## src/rtl/inst_intensity_gen.sv

```systemverilog
// Per-instrument display intensity generator: latches drum hits as pending levels,
// then once per frame walks every channel through hold/decay and commits all levels at once.
//
// state     | meaning
// ST_WAIT   | idle, waiting for frame_tick
// ST_SCAN   | update one channel per cycle, index 0..INSTRUMENT_COUNT-1
// ST_COMMIT | copy all shadow levels to the outputs in one cycle

module inst_intensity_gen #(
  parameter int INSTRUMENT_COUNT = 3,
  parameter int HOLD_FRAMES      = 2,
  parameter int DECAY_SHIFT      = 3
) (
  input  logic                                clk,
  input  logic                                rst,
  input  logic                                frame_tick,
  input  logic                                trig_valid,
  input  logic [$clog2(INSTRUMENT_COUNT)-1:0] trig_inst,
  input  logic [6:0]                          trig_velocity,
  output logic [7:0]                          inst_intensity [INSTRUMENT_COUNT],
  output logic                                busy,
  output logic                                overrun
);

  localparam int              IW       = $clog2(INSTRUMENT_COUNT);
  localparam logic [IW:0]     LP_COUNT = (IW+1)'(INSTRUMENT_COUNT);
  localparam logic [IW-1:0]   LP_LAST  = IW'(INSTRUMENT_COUNT - 1);
  localparam logic [3:0]      LP_HOLD  = 4'(HOLD_FRAMES);

  typedef enum logic [1:0] {ST_WAIT, ST_SCAN, ST_COMMIT} state_t;
  typedef enum logic [1:0] {CH_IDLE, CH_HOLD, CH_DECAY} ch_state_t;

  state_t                     r_state, w_state_nxt;
  logic [IW-1:0]              r_idx, w_idx_nxt;
  logic                       r_overrun;
  logic                       r_pend     [INSTRUMENT_COUNT];
  logic [7:0]                 r_pend_lvl [INSTRUMENT_COUNT];
  logic [7:0]                 r_shadow   [INSTRUMENT_COUNT];
  logic [3:0]                 r_hold     [INSTRUMENT_COUNT];
  ch_state_t                  r_ch       [INSTRUMENT_COUNT];
  logic [7:0]                 r_intensity[INSTRUMENT_COUNT];

  logic                       w_trig_ok;
  logic [7:0]                 w_trig_lvl;
  logic [INSTRUMENT_COUNT-1:0] w_proc, w_hit;
  logic [7:0]                 w_cur, w_diff, w_dec, w_shadow_nxt;
  logic [3:0]                 w_hold_nxt;
  ch_state_t                  w_ch_nxt;

  assign w_trig_lvl = {trig_velocity, trig_velocity[6]};
  assign w_trig_ok  = trig_valid && (trig_velocity != 7'd0) && ({1'b0, trig_inst} < LP_COUNT);
  assign overrun    = r_overrun;
  assign inst_intensity = r_intensity;

  always_ff @(posedge clk or posedge rst) begin
    if (rst) begin
      r_state <= ST_WAIT;
      r_idx   <= '0;
    end else begin
      r_state <= w_state_nxt;
      r_idx   <= w_idx_nxt;
    end
  end

  always_comb begin
    w_state_nxt = r_state;
    w_idx_nxt   = r_idx;
    busy        = 1'b0;
    case (r_state)
      ST_WAIT: begin
        if (frame_tick) begin
          w_state_nxt = ST_SCAN;
          w_idx_nxt   = '0;
        end
      end
      ST_SCAN: begin
        busy = 1'b1;
        if (r_idx == LP_LAST) begin
          w_state_nxt = ST_COMMIT;
          w_idx_nxt   = '0;
        end else begin
          w_idx_nxt = r_idx + 1'b1;
        end
      end
      ST_COMMIT: begin
        busy        = 1'b1;
        w_state_nxt = ST_WAIT;
      end
      default: w_state_nxt = ST_WAIT;
    endcase
  end

  always_ff @(posedge clk or posedge rst) begin
    if (rst)                    r_overrun <= 1'b0;
    else if (frame_tick && busy) r_overrun <= 1'b1;
  end

  always_comb begin
    w_proc = '0;
    w_hit  = '0;
    for (int i = 0; i < INSTRUMENT_COUNT; i++) begin
      w_proc[i] = (r_state == ST_SCAN) && (r_idx == IW'(i));
      w_hit[i]  = w_trig_ok && (trig_inst == IW'(i));
    end
  end

  // Next channel values for the channel under scan; cur - cur>>S never underflows.
  always_comb begin
    w_cur        = r_shadow[r_idx];
    w_diff       = w_cur - (w_cur >> DECAY_SHIFT);
    w_dec        = (w_diff == 8'd0) ? 8'd0 : w_diff - 8'd1;
    w_shadow_nxt = w_cur;
    w_hold_nxt   = r_hold[r_idx];
    w_ch_nxt     = r_ch[r_idx];
    if (r_pend[r_idx]) begin
      w_shadow_nxt = r_pend_lvl[r_idx];
      w_hold_nxt   = LP_HOLD;
      w_ch_nxt     = (LP_HOLD == 4'd0) ? CH_DECAY : CH_HOLD;
    end else begin
      case (r_ch[r_idx])
        CH_HOLD: begin
          if (r_hold[r_idx] != 4'd0) begin
            w_hold_nxt = r_hold[r_idx] - 4'd1;
          end else begin
            w_shadow_nxt = w_dec;
            w_ch_nxt     = (w_dec == 8'd0) ? CH_IDLE : CH_DECAY;
          end
        end
        CH_DECAY: begin
          w_shadow_nxt = w_dec;
          w_ch_nxt     = (w_dec == 8'd0) ? CH_IDLE : CH_DECAY;
        end
        default: w_shadow_nxt = 8'd0;
      endcase
    end
  end

  // A hit on the channel being scanned stays pending with only its own level.
  always_ff @(posedge clk or posedge rst) begin
    if (rst) begin
      for (int i = 0; i < INSTRUMENT_COUNT; i++) begin
        r_pend[i]     <= 1'b0;
        r_pend_lvl[i] <= '0;
        r_shadow[i]   <= '0;
        r_hold[i]     <= '0;
        r_ch[i]       <= CH_IDLE;
      end
    end else begin
      for (int i = 0; i < INSTRUMENT_COUNT; i++) begin
        if (w_proc[i]) begin
          r_shadow[i] <= w_shadow_nxt;
          r_hold[i]   <= w_hold_nxt;
          r_ch[i]     <= w_ch_nxt;
        end
        if (w_hit[i]) begin
          r_pend[i] <= 1'b1;
          if (w_proc[i] || !r_pend[i] || (w_trig_lvl > r_pend_lvl[i]))
            r_pend_lvl[i] <= w_trig_lvl;
        end else if (w_proc[i]) begin
          r_pend[i] <= 1'b0;
        end
      end
    end
  end

  always_ff @(posedge clk or posedge rst) begin
    if (rst) begin
      for (int i = 0; i < INSTRUMENT_COUNT; i++) r_intensity[i] <= '0;
    end else if (r_state == ST_COMMIT) begin
      for (int i = 0; i < INSTRUMENT_COUNT; i++) r_intensity[i] <= r_shadow[i];
    end
  end

endmodule
```

## config.mk

```make
export PLATFORM = sky130hd
export DESIGN_NAME = inst_intensity_gen
export DESIGN_NICKNAME = d
export VERILOG_FILES = /design/src/rtl/inst_intensity_gen.sv
export SDC_FILE = /design/constraint.sdc
export NUM_CORES = 1
export LEC_CHECK = 0
export ABC_AREA = 1
export CAP_MARGIN = 20
export CELL_PAD_IN_SITES_DETAIL_PLACEMENT = 1
export CELL_PAD_IN_SITES_GLOBAL_PLACEMENT = 2
export CORE_UTILIZATION = 38
export CTS_CLUSTER_DIAMETER = 60
export DETAILED_ROUTE_END_ITERATION = 8
export PLACE_DENSITY = 0.81
export SLEW_MARGIN = 20
export SYNTH_ARGS = -nofsm -noshare
export SYNTH_HDL_FRONTEND = slang
export SYNTH_SLANG_ARGS = --single-unit
```

## constraint.sdc

```tcl
create_clock -name clk -period 4.5 [get_ports clk]
set_input_delay 0.45 -clock clk [delete_from_list [all_inputs] [get_ports clk]]
set_output_delay 0.45 -clock clk [all_outputs]
set_load 0.02 [all_outputs]
```

# After elaboration in Yosys (flattened, before gate mapping)
# Cells that the tools add are included.
# classes
add_sub_neg	4
n_reduce_logical	35
n_bitwise	1
n_eq_ne	10
n_mux	39
order_cmp	5
# op_table
op	count
$mux 8	7
$bmux 8 s2	2
$gt 8x8->1	3
$mux 4	5
$mux 2	9
$logic_not 8->1	2
$pmux 8 s2	1
$pmux 2 s2	3
$reduce_and 2->1	5
$logic_and 1x1->1	9
$mux 1	9
$bmux 4 s2	1
$eq 2x1->1 const B	4
$eq 2x2->1 const B	4
$reduce_bool 2->1	4
$sub 8x1->8 const B	1
$sub 8x5->8	1
$reduce_bool 7->1	1
$logic_not 2->1	3
$logic_or 1x1->1	6
$bmux 2 s2	1
$reduce_bool 4->1	1
$sub 4x1->4 const B	1
$ge 3x3->1 const B	1
8 further kinds	10
# totals
inputBits	13
regBits	98

# Longest topological paths before layout
# Gate-level depths: netlist (run 1).
# logic_depth
depth_word	12
ltp_mapped	26
ltp_nobuf	25

# Worst setup path after synthesis (run 1)
# No wires, ideal clock.
# synth_path
path_kind	register -> register
start	register r_idx[0]
end	register r_ch[3] (netlist bit)
t_arrival_ns	2.950
setup_time_ns	0.118
path_stages_with_launch	25
n_path_buf	1
synth_period_minus_slack_ns	3.068
path_slack_ns	1.432
cell_sequence	dfrtp_1 inv_2 nor2_4 buf_2 a22oi_1 o21a_1 inv_1 ha_1 fa_1 inv_1 nand3_1 nand2_1 nand2_1 nand2_1 nand3_1 nor2_1 nand2_4 nand2_2 nand2_1 inv_1 nand3_1 nand2_1 nand2_1 nand3_1 nand2_1
# synth_between
elab_chain_cells	12
elab_cells_between_ends	27
classes_between	2 x add/sub; 3 x eq/ne; 17 x mux; 1 x bitwise; 4 x reduce/logical
# synth_rtl
item	line_no	rtl
start, declared	34	logic [IW-1:0] r_idx, w_idx_nxt;
start signal, assigned	61	r_idx <= w_idx_nxt;
$not 2->3 (not written as such)	-	
$bmux 8 s2	109	w_cur = r_shadow[r_idx];
$mux 8 (not written as such) (2 in a row)	109	
$sub 8x5->8	110	w_diff = w_cur - (w_cur >> DECAY_SHIFT);
$sub 8x1->8 or $logic_not 8->1 (tied branches)	111	w_dec = (w_diff == 8'd0) ? 8'd0 : w_diff - 8'd1;
$mux 8	111	
$logic_not 8->1	126, 131	
$mux 2	126, 131	
$mux 2	122	if (r_hold[r_idx] != 4'd0) begin
$pmux 2 s2	120	case (r_ch[r_idx])
$mux 2	115	if (r_pend[r_idx]) begin
end signal, assigned by index	153	r_ch[i] <= w_ch_nxt;
end, declared	40	ch_state_t r_ch [INSTRUMENT_COUNT];
# Several ways; a longest one is shown, not always the timed one. The select of a mux whose other input is x is not followed.
# A chain may end at the register's enable or synchronous reset.

# Final worst setup path (run 1)
# layout_path
start	register r_idx[0]
end	register r_ch[5] (netlist bit)
# The elaborated chain is that of the path after synthesis.

==> results of run 1 <==
[worst paths after layout]
kind                               start            to  slack (ps)  cells past startpoint
worst max-delay path            r_idx[0]       r_ch[5]         880                     21
worst min-delay path             overrun       overrun         470                      1
worst max register to register  r_idx[0]       r_ch[5]         880                     21
worst min register to register   overrun       overrun         470                      1
max in group asynchronous            rst  r_shadow[10]        3120                      3
min in group asynchronous            rst    r_hold[10]         610                      2
[registers in the layout, indices dropped and copies added, names as in the netlist, 2 cells and up]
register	flops
r_pend_lvl	21
r_shadow	24
inst_intensity	24
r_state	2
r_idx	2
r_hold	12
r_pend	3
r_ch	6
[kinds of logic (layout without fill, tap and decap cells)]
group | count (synthesis) | after routing | synth area share [%]
XOR/XNOR | 1 | 1 | 0.158
buffers and inverters | 116 | 155 | 8.11
adder cells (fa/ha/maj) | 38 | 38 | 8.69
AND/OR/NAND/NOR | 282 | 282 | 22.2
flip-flops | 95 | 95 | 42.8
AO/OA/AOI/OAI | 144 | 144 | 15.7
multiplexers | 12 | 12 | 2.43
[cells in the mapped netlist, types with 3 or more instances]
master	n	area [µm²]
nand3_1	36	180
nand2_1	180	676
nor2_4	5	56.3
o22ai_1	15	93.8
o21ai_2	8	70.1
a21o_1	3	22.5
nand2_2	9	56.3
a21oi_1	35	175
nand2_4	3	33.8
o21ai_1	9	45.0
dfrtp_1	95	2380
buf_2	4	20.0
nor3_1	3	15.0
inv_2	8	30.0
o21a_1	6	45.0
inv_1	87	327
o21ai_0	47	235
o221ai_1	3	26.3
clkbuf_1	13	48.8
nor2_1	36	135
ha_1	37	463
mux2_2	12	135
a22oi_1	7	52.6
[worst reg2reg max path: stages, from the launching register on]
cell	delay, ps
dfrtp_1	450
inv_2	120
nor2_4	450
a221oi_1	220
ha_1	280
fa_1	400
inv_1	90
nand3_1	100
nand2_1	90
nand2_1	80
nand2_1	190
nand3_1	170
nor2_1	200
nand2_4	120
nand2_2	100
nand2_1	60
inv_1	50
nand3_1	60
nand2_1	70
nand2_1	80
nand3_1	80
nand2_1	60
[stage by stage]
stage | worst slack (ps) | std cells | hold WS [ps]
detailed placement | 881 | 891 | 456
global placement | 905 | 891 | 441
CTS | 847 | 907 | 473
finish | 878 | 907 | 469
global route | 465 | 907 | 488
floorplan | 1430 | 688 | 449
[cells in the final DEF, fill, tap and decap left out, types with 2 or more instances in the layout]
cell type        netlist  layout
nand2_1              180     180
clkbuf_16              0       9
a21o_1                 3       3
a22oi_1                7       7
nand2_2                9       9
clkdlybuf4s50_1        0      38
clkbuf_1              13       2
a221oi_1               2       2
nand4_1                2       2
a21oi_1               35      35
nor2_1                36      36
nand3_2                2       2
o221ai_1               3       3
o22ai_1               15      15
ha_1                  37      37
nor2_2                 2       2
o21ai_0               47      47
o21bai_1               2       2
o41ai_1                2       2
inv_1                 87      86
buf_4                  0       5
dfrtp_1               95      95
nand3b_1               2       2
a221oi_2               2       2
nor3_1                 3       3
mux2_2                12      12
o21a_1                 6       6
nand2_4                3       3
inv_6                  0       2
o21ai_1                9       9
inv_2                  8       8
o21ai_2                8       8
nor2_4                 5       5
nand3_1               36      36
[routing by layer]
| layer | GRT usage (%) | up-vias | share of wire, % |
|---|---|---|---|
| li1 | - | 2319 | - |
| met1 | 32.0 | 2351 | 48 |
| met2 | 40.3 | 37 | 49 |
| met3 | 3.09 | 15 | 2.0 |
| met4 | 8.46 | 0 | 1.6 |
| met5 | 0 | - | 0 |
[cell type report]
type                    count  area, µm²
multi-input cells         477       2730
clock buffers              11        233
well taps                 180        225
repair buffers             43        418
fillers                  1726       7680
clock inverters             5       66.3
flip-flops and latches     95       2380
inverters                  96        368
==> flow_metrics.env, run 1 <==
export IMPL_cp_num_buf_inv=3
export IMPL_antenna_cells=0
export IMPL_drive_gt1_share_pct=10.0
export IMPL_synth_distinct_cells=41
export IMPL_cts_tree="yes"
export IMPL_routed_via_density=5.21
export IMPL_finalNetCount=773
export IMPL_routed_wl_um=16400
export IMPL_post_drt_wl_per_cell_um=18.0
export IMPL_path_delay_family="simple AND/OR/NAND/NOR gates"
export IMPL_critPathMostFrequentCell="nand2_1"
export IMPL_drtIter0Drc=209
export IMPL_grt_pass1_vias=5103
export IMPL_critPathMaxStageDelay_ps=450
export IMPL_grt_pass1_wl_um=27100
export IMPL_hold_buffers=0
export IMPL_worstSkewPairLatency_ps=360
export IMPL_place_congestion=0.825
export IMPL_initial_utilization_pct=39.4
export IMPL_worstSetupStartpointType="flip-flop"
export IMPL_clk_pin_slew_worst_paths_ps=70
export IMPL_grt_usage_pct=24.1
export IMPL_cp_required_ps=4740
export IMPL_crit_type="flip-flop to flip-flop"
export IMPL_crit_fanout=17
export IMPL_die_y_um=123
export IMPL_port_buffers=38
export IMPL_place_area_um2=6110
export IMPL_min_period_ps=3620
export IMPL_die_x_um=123
export IMPL_cts_root_buffer="clkbuf_16"
export IMPL_crit_path_end_kind="flip-flop"
export IMPL_status="complete, no violations"
export IMPL_ctsHtreeMaxLevel=3
export IMPL_cap_violations=0
export IMPL_ys_seq_elements=95
export IMPL_avgSynthCellArea_um2=8.08
export IMPL_synth_area_um2=5560
export IMPL_tightest_slew_ps=819
export IMPL_max_freq_mhz=276
export IMPL_cts_buffer_depth=2
export IMPL_hold_viol=0
export IMPL_coreArea_um2=14100
export IMPL_arrival_ps=3870
export IMPL_seq_area_frac_synth_pct=42.8
export IMPL_fin_tns_setup_ps=0
export IMPL_period_share_pct=80.5
export IMPL_synth_edf_count=0
export IMPL_path_cells="inv_2 -> nor2_4 -> a221oi_1 -> ha_1 -> fa_1 -> inv_1 -> nand3_1 -> nand2_1 -> nand2_1 -> nand2_1 -> nand3_1 -> nor2_1 -> nand2_4 -> nand2_2 -> nand2_1 -> inv_1 -> nand3_1 -> nand2_1 -> nand2_1 -> nand3_1 -> nand2_1"
export IMPL_yosysWarnings=0
export IMPL_drtPass1Iterations=4
export IMPL_slew_headroom_pct=44.7
export IMPL_setup_violations_final=0
export IMPL_area_growth_syn_to_layout_pct=15.5
export IMPL_post_cts_buffers=0
export IMPL_dieArea_um2=15100
export IMPL_cts_sinks=95
export IMPL_synthCells=688
export IMPL_slew_violations=0
export IMPL_drc=0
export IMPL_hpwl_um=12000
export IMPL_row_count=43
export IMPL_synthFlopType="dfrtp_1"
export IMPL_design_area_um2=6420
export IMPL_cts_buffers=9
export IMPL_min_delay_path_class="flip-flop to flip-flop"
export IMPL_final_util_pct=45.5
export IMPL_grt_ovfl_total=0
export IMPL_io_pins=39
export IMPL_rsz0062_at_grt="no"
export IMPL_finClkSkew_ps=7.62
export IMPL_antenna_found_initial=0
export IMPL_grt_max_degree=79
export IMPL_via_count=4722
export IMPL_ant_nets=0
export IMPL_synth_fp_nets=739
export IMPL_async_flop_share_pct=100
export IMPL_cp_slowest_cell="dfrtp_1"
export IMPL_cts_resized=0
Power of run 1 is left out: the tool's default activity adds up to more than one toggle a clock period on the data nets, which glitch-free logic cannot reach.
==> run 2, diff against run 1 <==
Settings changed: CORE_UTILIZATION 38 to 36, PLACE_DENSITY 0.81 to 0.78.
Clock period 4.5 ns to 3.65 ns, I/O delays scaled along.
==> run 2 against run 1 <==
Final area rose by 1.1%. Die area rose by 5.5%. First-iteration DRC count fell by 2.4%. Critical path depth fell by 2. Flip-flop and latch count did not move. Utilization fell by 2.7 points. Via count rose by 1.1%. Critical endpoint is now r_shadow[21]. Maximum frequency rose by 10%. Global-route usage fell by 2.2 points. Wire length fell by 1.6%. Sequential share of layout area fell by 0.39 points. Largest cell class unchanged. Worst hold slack improved by 5.6 ps.
==> flow_metrics.env, run 2 (synthesis gave the netlist of run 1 again) <==
export IMPL_status="complete, no violations"
export IMPL_arrival_ps=3550
export IMPL_cp_slowest_cell="fa_1"
export IMPL_die_y_um=126
export IMPL_cts_buffers=9
export IMPL_crit_path_end_kind="flip-flop"
export IMPL_place_inst=905
export IMPL_initial_utilization_pct=36.7
export IMPL_crit_fanout=7
export IMPL_routed_via_density=5.17
export IMPL_die_x_um=126
export IMPL_min_delay_path_class="flip-flop to flip-flop"
export IMPL_cts_root_buffer="clkbuf_16"
export IMPL_hold_buffers=0
export IMPL_drtIter0Drc=204
export IMPL_fin_hold_ws_ps=474
export IMPL_cts_sinks=95
export IMPL_io_pins=39
export IMPL_port_buffers=38
export IMPL_via_count=4773
export IMPL_path_delay_family="simple AND/OR/NAND/NOR gates"
export IMPL_clk_pin_slew_worst_paths_ps=60
export IMPL_worstSetupStartpointType="flip-flop"
export IMPL_grt_max_degree=56
export IMPL_post_drt_wl_per_cell_um=17.4
export IMPL_place_congestion=0.803
export IMPL_coreArea_um2=15100
export IMPL_rsz0062_at_grt="no"
export IMPL_period_share_pct=90.0
export IMPL_antenna_cells=0
export IMPL_final_common_cell="nand2_1"
export IMPL_slew_violations=0
export IMPL_layout_common_cells="nand2_1 (179), dfrtp_1 (94), inv_1 (86)"
export IMPL_cp_num_buf_inv=3
export IMPL_setup_violations_final=0
export IMPL_critPathMaxStageDelay_ps=560
export IMPL_area_growth_syn_to_layout_pct=16.8
export IMPL_cap_violations=0
export IMPL_cp_required_ps=3920
export IMPL_critPathMostFrequentCell="nand2_1"
export IMPL_grt_ovfl_total=0
export IMPL_path_cells="inv_2 -> nor2_4 -> a22oi_1 -> o21a_1 -> inv_1 -> ha_1 -> fa_1 -> nand2_1 -> a21oi_1 -> nand3_1 -> inv_1 -> nand3_1 -> nand2_1 -> nand2_1 -> o22ai_1 -> nand2_1 -> o21ai_2 -> nand2_1 -> o21ai_0"
export IMPL_tightest_slew_ps=734
export IMPL_row_count=45
export IMPL_ant_nets=0
export IMPL_final_cells=923
export IMPL_drc=0
export IMPL_dieArea_um2=15900
export IMPL_antenna_found_initial=0
export IMPL_min_period_ps=3290
export IMPL_finClkSkew_ps=11.0
export IMPL_grt_pass1_wl_um=26900
export IMPL_drtPass1Iterations=4
export IMPL_routed_wl_um=16100
export IMPL_finalNetCount=781
export IMPL_final_util_pct=42.8
export IMPL_worstSkewPairLatency_ps=360
export IMPL_max_freq_mhz=304
export IMPL_ctsHtreeMaxLevel=3
export IMPL_hold_viol=0
export IMPL_crit_type="flip-flop to flip-flop"
export IMPL_fin_tns_setup_ps=0
export IMPL_cts_buffer_depth=2
export IMPL_slew_headroom_pct=51.1
export IMPL_grt_pass1_vias=5105
export IMPL_grt_usage_pct=21.9
export IMPL_multi_input_area_um2=2740
export IMPL_fillerInstances=1830
export IMPL_drive_gt1_share_pct=11.7
export IMPL_cts_tree="yes"
export IMPL_hpwl_um=12100
export IMPL_register_area_um2=2380
run 2: final cells by class:
cell class              count  area share (%)
multi-input cells         477            42.2
flip-flops and latches     95            36.7
repair buffers             51            7.56
inverters                  96            5.63
well taps                 188            3.63
clock buffers              10            3.53
clock inverters             6           0.810
run 2: per-layer routing:
metal  up-vias  track usage (%)  part of all wire, %
met5         -                0                    0
met4         0             4.82                 0.91
met3        12             3.65                  2.2
met2        37             37.2                   49
met1      2383             29.1                   48
li1       2341                -                    -
run 2: worst paths after layout:
check                         start                 to  slack [ps]  depth (start not counted)
setup / recovery           r_idx[0]       r_shadow[21]         360                         19
min in group asynchronous       rst          r_hold[0]         520                          2
max in group asynchronous       rst  inst_intensity[2]        2460                          3
hold reg to reg             overrun            overrun         470                          1
hold / removal              overrun            overrun         470                          1
setup reg to reg           r_idx[0]       r_shadow[21]         360                         19
run 2: repair_timing:
| item | 4_1_cts | 5_1_grt |
|---|---|---|
| gates resized for setup | 0 | 3 |
| hold endpoints to repair | 0 | 0 |
| buffers inserted | 0 | 2 |
| setup endpoints to repair | 0 | 27 |
run 2: stage by stage:
stage                     instance area [µm²]  setup WS (ps)
after global placement                   6180            268
final                                    6490            365
after CTS                                6460           64.9
after global routing                     6490           2.30
after floorplan                          5560            582
after detailed placement                 6180           84.9
Power of run 2 is left out for the same reason.
==> run 3, diff against run 2 <==
==> constraint.sdc (replaced) <==
create_clock -name clk -period 3.65 [get_ports clk]
set_input_delay 0.9125 -clock clk [delete_from_list [all_inputs] [get_ports clk]]
set_output_delay 0.9125 -clock clk [all_outputs]
set_load 0.02 [all_outputs]
==> run 3 against run 2 <==
Largest cell class unchanged. Register-to-register slack lost 90 ps. Utilization up 0.15 points. Clock skew shrank 1.2 ps. Flip-flop and latch count unchanged.
==> flow_metrics.env, run 3 (synthesis gave the netlist of run 1 again) <==
export IMPL_status="complete, no violations"
export IMPL_rsz0062_at_grt="no"
export IMPL_hold_buffers=0
export IMPL_critPathMaxStageDelay_ps=500
export IMPL_coreArea_um2=15100
export IMPL_grt_pass1_wl_um=27300
export IMPL_critPathMostFrequentCell="nand2_1"
export IMPL_min_period_ps=3370
export IMPL_drc=0
export IMPL_tightest_slew_ps=644
export IMPL_hold_viol=0
export IMPL_routed_wl_um=16300
export IMPL_crit_path_end_kind="flip-flop"
export IMPL_slew_violations=0
export IMPL_antenna_cells=0
export IMPL_post_drt_wl_per_cell_um=17.7
export IMPL_initial_utilization_pct=36.7
export IMPL_grt_pass1_vias=5119
export IMPL_antenna_found_initial=0
export IMPL_cts_sinks=95
export IMPL_clk_pin_slew_worst_paths_ps=70
export IMPL_layout_common_cells="nand2_1 (179), dfrtp_1 (93), inv_1 (86)"
export IMPL_max_freq_mhz=296
export IMPL_path_cells="nor2_4 -> a22oi_1 -> o21a_1 -> inv_1 -> ha_1 -> fa_1 -> ha_1 -> inv_1 -> nand2_1 -> nand2_1 -> inv_1 -> o41ai_1 -> nand3_1 -> nand2_1 -> nand2_1 -> nand3_1 -> nand2_1"
export IMPL_crit_type="flip-flop to flip-flop"
export IMPL_area_growth_syn_to_layout_pct=17.2
export IMPL_worstSkewPairLatency_ps=370
export IMPL_cp_slowest_cell="fa_1"
export IMPL_route_met2_wl_um=7800
export IMPL_crit_fanout=8
export IMPL_slew_headroom_pct=57.1
export IMPL_fin_tns_setup_ps=0
export IMPL_grt_usage_pct=22.2
export IMPL_die_x_um=126
export IMPL_drtIter0Drc=189
export IMPL_arrival_ps=3620
export IMPL_final_common_cell="nand2_1"
export IMPL_hpwl_um=12300
export IMPL_dr_wl_met3_um=434
export IMPL_wirelength_met1_um=7810
export IMPL_port_buffers=38
export IMPL_cap_violations=0
export IMPL_grt_max_degree=41
export IMPL_grt_ovfl_total=0
export IMPL_place_congestion=0.878
export IMPL_dieArea_um2=15900
export IMPL_via_count=4782
export IMPL_worstSetupStartpointType="flip-flop"
export IMPL_row_count=45
export IMPL_cp_required_ps=3900
export IMPL_cts_buffers=9
export IMPL_cts_root_buffer="clkbuf_16"
export IMPL_period_share_pct=92.4
export IMPL_ctsHtreeMaxLevel=3
export IMPL_io_pins=39
export IMPL_top_layer_used="met4"
export IMPL_finalNetCount=782
export IMPL_drtPass1Iterations=4
export IMPL_cts_buffer_depth=2
export IMPL_setup_violations_final=0
export IMPL_cts_tree="yes"
export IMPL_finClkSkew_ps=9.76
export IMPL_routed_via_density=5.18
export IMPL_die_y_um=126
export IMPL_min_delay_path_class="flip-flop to flip-flop"
export IMPL_ant_nets=0
export IMPL_drive_gt1_share_pct=12.2
==> run 3: cell types whose count changed in the layout (fill, tap and decap cells not counted), sizes merged <==
| cell | change |
|---|---|
| buf | +1 |
| clkbuf | -1 |
| clkinvlp | -1 |
| inv | +2 |
==> run 3: critical path: cells and delay by family, from the launching register on <==
kind / cells / cell delay (ps)
adder cells (fa/ha/maj): 3 / 970
AND/OR/NAND/NOR: 8 / 840
AO/OA/AOI/OAI: 3 / 690
flip-flops: 1 / 490
buffers and inverters: 3 / 240
==> run 3: final cells by class <==
cell class | instances | area (µm²)
well taps | 188 | 235
fillers | 1833 | 8640
inverters | 96 | 368
clock buffers | 9 | 225
flip-flops and latches | 95 | 2380
repair buffers | 52 | 498
multi-input cells | 477 | 2740
clock inverters | 7 | 61.3
==> run 3: through the flow <==
stage	std cells	utilization (%)	instance area (µm²)	hold slack (ps)	worst slack, ps
after floorplan	688	-	5560	449	260
after global placement	908	41.0	6200	443	139
after detailed placement	908	41.0	6200	460	98.7
after CTS	924	42.9	6490	480	76.4
after global routing	924	43.0	6510	486	5.64
final	924	43.0	6510	471	276
==> run 3: path summary, 6_finish.rpt <==
| kind | from | to | slack (ps) | depth (start not counted) |
|---|---|---|---|---|
| setup / recovery | r_idx[1] | r_ch[5] | 280 | 17 |
| hold / removal | overrun | overrun | 470 | 1 |
| setup reg to reg | r_idx[1] | r_ch[5] | 280 | 17 |
| hold reg to reg | overrun | overrun | 470 | 1 |
| max in group asynchronous | rst | r_idx[1] | 2000 | 3 |
| min in group asynchronous | rst | r_hold[2] | 940 | 2 |
==> run 3: what timing repair did <==
item                       CTS  global route
resized for setup            0             6
setup endpoints to repair    0            27
hold endpoints to repair     0             0
buffers inserted             0             0
==> run 3: routing by layer <==
metal	vias up	global-route usage (%)
met5	-	0
met4	0	8.08
met3	21	2.72
met2	57	35.8
met1	2365	30.6
li1	2339	-
Power of run 3 is left out for the same reason.
